==> src/rtl/snoop_bus_arbiter.sv <==
// Snoop bus arbiter: grants one cache at a time in round-robin order, broadcasts
// its snoop, collects hit/flush responses from the other caches and falls back
// to memory (with a timeout) when no cache can supply the line.
module snoop_bus_arbiter #(
  parameter int NUM_CORES   = 4,
  parameter int ADDR_W      = 32,
  parameter int DATA_W      = 32,
  parameter int MEM_TIMEOUT = 15
) (
  input  logic                        clk,
  input  logic                        reset,
  input  logic [NUM_CORES-1:0]        req,
  input  logic [2*NUM_CORES-1:0]      op_in,
  input  logic [ADDR_W*NUM_CORES-1:0] addr_in,
  input  logic [NUM_CORES-1:0]        hit_in,
  input  logic [NUM_CORES-1:0]        flush_in,
  input  logic [DATA_W*NUM_CORES-1:0] data_in,
  output logic [NUM_CORES-1:0]        grant,
  output logic                        snoop_valid,
  output logic [1:0]                  snoop_op,
  output logic [ADDR_W-1:0]           snoop_addr,
  output logic [NUM_CORES-1:0]        done,
  output logic [DATA_W-1:0]           resp_data,
  output logic                        resp_shared,
  output logic                        resp_err,
  output logic                        mem_req,
  output logic [ADDR_W-1:0]           mem_addr,
  input  logic                        mem_ack,
  input  logic [DATA_W-1:0]           mem_data
);

  localparam int IDX_W = (NUM_CORES > 1) ? $clog2(NUM_CORES) : 1;
  localparam int CNT_W = $clog2(MEM_TIMEOUT + 1);

  localparam logic [1:0] OP_UPGR = 2'b01;
  localparam logic [1:0] OP_NONE = 2'b11;

  typedef enum logic [2:0] {
    S_IDLE,
    S_SNOOP,
    S_RESP,
    S_MEM,
    S_DONE
  } state_t;

  state_t                r_state;
  logic [IDX_W-1:0]      r_lastGrant;
  logic [IDX_W-1:0]      r_curIdx;
  logic [NUM_CORES-1:0]  r_grant;
  logic                  r_snoopValid;
  logic [1:0]            r_snoopOp;
  logic [ADDR_W-1:0]     r_snoopAddr;
  logic [NUM_CORES-1:0]  r_done;
  logic [DATA_W-1:0]     r_respData;
  logic                  r_respShared;
  logic                  r_respErr;
  logic                  r_memReq;
  logic [ADDR_W-1:0]     r_memAddr;
  logic [CNT_W-1:0]      r_memCnt;

  logic                  w_found;
  logic [IDX_W-1:0]      w_nextIdx;
  logic [IDX_W:0]        w_cand;
  logic [1:0]            w_reqOp;
  logic [ADDR_W-1:0]     w_reqAddr;
  logic [NUM_CORES-1:0]  w_hitOthers;
  logic [NUM_CORES-1:0]  w_flushOthers;
  logic [IDX_W-1:0]      w_flushIdx;
  logic                  w_multiFlush;
  logic [DATA_W-1:0]     w_flushData;

  assign grant       = r_grant;
  assign snoop_valid = r_snoopValid;
  assign snoop_op    = r_snoopOp;
  assign snoop_addr  = r_snoopAddr;
  assign done        = r_done;
  assign resp_data   = r_respData;
  assign resp_shared = r_respShared;
  assign resp_err    = r_respErr;
  assign mem_req     = r_memReq;
  assign mem_addr    = r_memAddr;

  // Round-robin search: first requesting core starting one past the last winner.
  always_comb begin
    w_found   = 1'b0;
    w_nextIdx = '0;
    w_cand    = '0;
    for (int i = 0; i < NUM_CORES; i++) begin
      w_cand = {1'b0, r_lastGrant} + (IDX_W+1)'(i + 1);
      if (w_cand >= (IDX_W+1)'(NUM_CORES)) begin
        w_cand = w_cand - (IDX_W+1)'(NUM_CORES);
      end
      if (!w_found && req[w_cand[IDX_W-1:0]]) begin
        w_found   = 1'b1;
        w_nextIdx = w_cand[IDX_W-1:0];
      end
    end
  end

  assign w_reqOp   = op_in[2*int'(w_nextIdx) +: 2];
  assign w_reqAddr = addr_in[ADDR_W*int'(w_nextIdx) +: ADDR_W];

  // The requester never answers its own snoop, so mask it out of the responses.
  assign w_hitOthers   = hit_in & ~r_grant;
  assign w_flushOthers = flush_in & ~r_grant;
  assign w_multiFlush  = (w_flushOthers & (w_flushOthers - NUM_CORES'(1))) != '0;

  // Lowest-index flushing core supplies the data when several flush at once.
  always_comb begin
    w_flushIdx = '0;
    for (int i = NUM_CORES - 1; i >= 0; i--) begin
      if (w_flushOthers[i]) begin
        w_flushIdx = IDX_W'(i);
      end
    end
  end

  assign w_flushData = data_in[DATA_W*int'(w_flushIdx) +: DATA_W];

  // Transaction FSM with all bus-visible outputs registered.
  always_ff @(posedge clk or negedge reset) begin
    if (!reset) begin
      r_state      <= S_IDLE;
      r_lastGrant  <= IDX_W'(NUM_CORES - 1);
      r_curIdx     <= '0;
      r_grant      <= '0;
      r_snoopValid <= 1'b0;
      r_snoopOp    <= '0;
      r_snoopAddr  <= '0;
      r_done       <= '0;
      r_respData   <= '0;
      r_respShared <= 1'b0;
      r_respErr    <= 1'b0;
      r_memReq     <= 1'b0;
      r_memAddr    <= '0;
      r_memCnt     <= '0;
    end else begin
      r_done <= '0;
      case (r_state)
        S_IDLE: begin
          if (w_found) begin
            r_grant      <= NUM_CORES'(1) << w_nextIdx;
            r_curIdx     <= w_nextIdx;
            r_snoopOp    <= w_reqOp;
            r_snoopAddr  <= w_reqAddr;
            r_respData   <= '0;
            r_respShared <= 1'b0;
            r_respErr    <= 1'b0;
            if (w_reqOp == OP_NONE) begin
              r_state <= S_DONE;
            end else begin
              r_snoopValid <= 1'b1;
              r_state      <= S_SNOOP;
            end
          end
        end
        S_SNOOP: begin
          r_snoopValid <= 1'b0;
          r_state      <= S_RESP;
        end
        S_RESP: begin
          r_respShared <= |w_hitOthers;
          if (r_snoopOp == OP_UPGR) begin
            r_respData <= '0;
            r_done     <= r_grant;
            r_state    <= S_DONE;
          end else if (|w_flushOthers) begin
            r_respData <= w_flushData;
            r_respErr  <= w_multiFlush;
            r_done     <= r_grant;
            r_state    <= S_DONE;
          end else begin
            r_memReq  <= 1'b1;
            r_memAddr <= r_snoopAddr;
            r_memCnt  <= '0;
            r_state   <= S_MEM;
          end
        end
        S_MEM: begin
          if (mem_ack) begin
            r_respData <= mem_data;
            r_memReq   <= 1'b0;
            r_memAddr  <= '0;
            r_done     <= r_grant;
            r_state    <= S_DONE;
          end else if (r_memCnt == CNT_W'(MEM_TIMEOUT - 1)) begin
            r_respErr  <= 1'b1;
            r_respData <= '0;
            r_memReq   <= 1'b0;
            r_memAddr  <= '0;
            r_done     <= r_grant;
            r_state    <= S_DONE;
          end else begin
            r_memCnt <= r_memCnt + CNT_W'(1);
          end
        end
        S_DONE: begin
          r_grant     <= '0;
          r_lastGrant <= r_curIdx;
          r_memCnt    <= '0;
          r_state     <= S_IDLE;
        end
        default: begin
          r_state <= S_IDLE;
        end
      endcase
    end
  end

endmodule

==> config.mk <==
export PLATFORM = sky130hd
export DESIGN_NAME = snoop_bus_arbiter
export DESIGN_NICKNAME = d
export VERILOG_FILES = /design/src/rtl/snoop_bus_arbiter.sv
export SDC_FILE = /design/constraint.sdc
export NUM_CORES = 1
export LEC_CHECK = 0
export BUFFER_PORTS_ARGS = -buffer_cell sky130_fd_sc_hd__buf_2
export CELL_PAD_IN_SITES_DETAIL_PLACEMENT = 1
export CELL_PAD_IN_SITES_GLOBAL_PLACEMENT = 2
export CORE_AREA = 2 2 169 171
export CTS_BUF_LIST = sky130_fd_sc_hd__clkbuf_8
export CTS_CLUSTER_SIZE = 12
export DETAILED_ROUTE_END_ITERATION = 8
export DIE_AREA = 0 0 171 173
export GPL_ROUTABILITY_DRIVEN = 0
export PLACE_DENSITY = 0.86
export SYNTH_ARGS = -nofsm -noshare
export SYNTH_HDL_FRONTEND = slang
export SYNTH_SLANG_ARGS = --single-unit
==> constraint.sdc <==
create_clock -name clk -period 2.3 [get_ports clk]
set_clock_uncertainty 0.2 [all_clocks]
set_input_delay 0.46 -clock clk [delete_from_list [all_inputs] [get_ports clk]]
set_output_delay 0.46 -clock clk [all_outputs]
set_load 0.005 [all_outputs]
==> run metrics <==
Pint 6.07 mW; Post-Layout Inst Area between 9000 and 10,000 sq um; Placed Area between 9000 and 10,000 sq um; Yosys reg bits about 120; RR Startpoint r_memCnt[0]; sequential fraction of the synthesis area 46.3%; clock-pin slew on the worst setup and hold paths roughly 0.09 ns; Pre-antenna DRT Iters 5; Post-Syn Nets 992; fin. max-slew vios 0; Die ar. 29,600 sq um; warnings from Yosys 0; Hold Vio Cnt, Final 0; post-synthesis instance total 679; initial antenna violation count 4; Clk pwr share 19.4%; Tmin final approximately 2.2 ns; Sw Ratio about two fifths; synth unique cells 50; Flop pwr share between 30% and 40%; hold crit path type input pin to flop; CP Launch Type flop; sequential cell area 3030 sq um; total clock buffers created by CTS 17; Initial Util between 20% and 30%; share of layout cells above drive strength 1 between 40% and 50%; Fillers ~3,400; DP HPWL between 20,000 and 25,000 microns; core area ~28,000 sq um; Area growth syn-to-layout 51.2%; Iteration-0 DRC Markers just under 300; WL/cell between 15 and 20 microns; Setup TNS 0 ns; GR Overflow Total 0; Crit Path Max Fanout 32; Multi-input gate area between 3000 and 4000 sq um; LEAKAGE 4.81 nW; Die W ~170 microns; Synth Flop Type dfrtp_1; Tightest Pin Transition 0.873 ns; maximum clock rate around 0.46 GHz; Layout Nets around 1,400; # Max-Cap Violations 0; Die Ht around 170 microns; CTS Buffer Depth 2; Post-Syn Area ~6600 sq um; DRC violations left 0; Skew-Pair Late Insertion Delay ~0.43 ns; first-pass GRT wire length ~45,000 microns; Slew Limit Headroom around two fifths; Clock Sinks ~120; Port Buffers 420; CP Capture Type flop; CP required ~2.4 ns; Switch Pwr between 4 and 5 mW; Max IR drop VDD 368 uV; final setup fails 0; Avg Cell Area, Syn around 9.6 sq um; Vias/cell between 4 and 5; Top Ports 421; Worst Setup SP r_memCnt[0]; pin count of the biggest net entering global routing 48; post-route ant nets 0; # rows 61; number of global-route vias before repair 7,738; CTS tree done; Comb power frac 47.8%; Critical Path AT roughly 2.3 ns; number of flops mapped to enable cells by yosys 0; DR vias 7,382; unrepaired setup endpoints after global routing false; status completed; hold path startpoint addr_in[45]; final period utilization between 90 and 100%; WL final slightly below 30,000 microns; Power per Cell Area 1060 nW/um^2; Max H-tree Level 4; CP Class flop to flop; CTS root buffer clkbuf_8; gr usage total between 10% and 20%; FFs w/ async S/R, synth 100%
[power groups by stage]
stage,combinational (mW),sequential [mW],clock [mW]
floorplan,2.60,3.36,0
finish,5.00,3.42,2.03
global placement,4.96,3.44,0
detailed placement,5.07,3.47,0
CTS,5.09,3.44,2.13
global route,5.50,3.53,2.21
[per-layer routing]
layer	wire length [microns]	GRT usage, %	vias to the layer above
li1	-	-	3457
met1	12000	22.9	3603
met2	15000	34.7	295
met3	2230	4.58	27
met4	555	6.00	0
met5	0	0	-
[what timing repair did]
action,4_1_cts,5_1_grt
resized for setup,1,6
buffers inserted,0,0
hold endpoints to repair,35,0
hold buffers,1,0
endpoints found under the setup margin,1,9
pin swaps,0,1
[metrics by stage]
stage / setup slack [ns] / instances / total power, mW / utilization [%] / hold slack (ns)
global route: 0.0124 / 1494 / 11.2 / 35.8 / 0.114
global placement: -0.121 / 1458 / 8.40 / 34.2 / 0.195
floorplan: 0.128 / 679 / 5.96 / - / -0.0356
detailed placement: -0.189 / 1458 / 8.54 / 34.2 / 0.197
finish: 0.140 / 1495 / 10.5 / 35.8 / 0.151
CTS: 0.0783 / 1491 / 10.7 / 35.7 / 0.111
[kinds of logic (layout without fill, tap and decap cells)]
logic type                 Yosys count  after routing  synth area share (%)
AOI/OAI and AO/OA                  308            308                  34.9
adders and majority gates            2              2                 0.382
buffers and inverters               75            509                  5.02
DFF                                121            121                  46.3
muxes                                2              2                 0.344
other                                0              4                     0
and+or+nand+nor                    171            171                  13.1
[worst paths after layout]
kind,endpoint,slack [ns],cells past startpoint
worst max-delay path,resp_data[7],0.14,8
worst min-delay path,snoop_addr[13],0.15,3
worst max register to register,resp_data[7],0.14,8
worst min register to register,mem_req,0.28,1
max in group asynchronous,r_memCnt[3],0.94,3
min in group asynchronous,snoop_addr[9],0.30,2
[sequential cells by signal (all words and copies together), names as in the netlist]
register and count:
done 4, grant 4, mem_addr 32, mem_req 1, r_curIdx 2, r_lastGrant 2
r_memCnt 4, r_state 3, resp_data 32, resp_err 1, resp_shared 1, snoop_addr 32
snoop_op 2, snoop_valid 1
[worst max-delay path: stages, from the launching register on]
cell and delay [ns]:
dfrtp_1 0.38, inv_1 0.06, ha_1 0.14, and3_1 0.21, nor3b_2 0.07, a221o_1 0.35
nand2b_2 0.20, buf_12 0.17, a22o_1 0.25
[synthesized netlist by cell type, drive strengths merged, types with 25 or more instances]
cell    count  area, sq um
a211oi     33          248
a22o       66          578
a22oi      65          488
a31oi      32          200
buf        25          141
clkbuf     43          161
dfrtp     119         2980
nand2      48          180
nor2       48          180
nor2b      40          250
o21ai      45          229
o221ai     32          280
[cells in the final DEF (no fill, tap or decap), types with 3 or more instances in the layout]
cell and n:
dfrtp_1 119, o221ai_1 31, nand2_1 48, diode_2 4
buf_4 31, a22o_1 66, nand3_1 3, a31oi_1 32
buf_2 419, a21oi_1 8, o21ai_0 44, and2_1 7
clkbuf_8 17, nor2b_1 39, a21o_1 3, o21a_1 4
nor2_1 47, inv_6 7, a221o_1 3, a211oi_1 31
nand2b_1 7, a22oi_1 65, inv_1 8, buf_12 18
nor3_1 4, clkinvlp_4 4
[area by class of cell]
| type | count | area share [%] |
|---|---|---|
| diodes | 4 | 0.101 |
| clock buffers | 17 | 2.36 |
| clock inverters | 15 | 1.65 |
| inverters | 7 | 0.265 |
| multi-input cells | 483 | 32.9 |
| flip-flops and latches | 121 | 30.6 |
| well taps | 378 | 4.78 |
| repair buffers | 470 | 27.4 |
No activity file was read; power rests on OpenSTA's default activity.
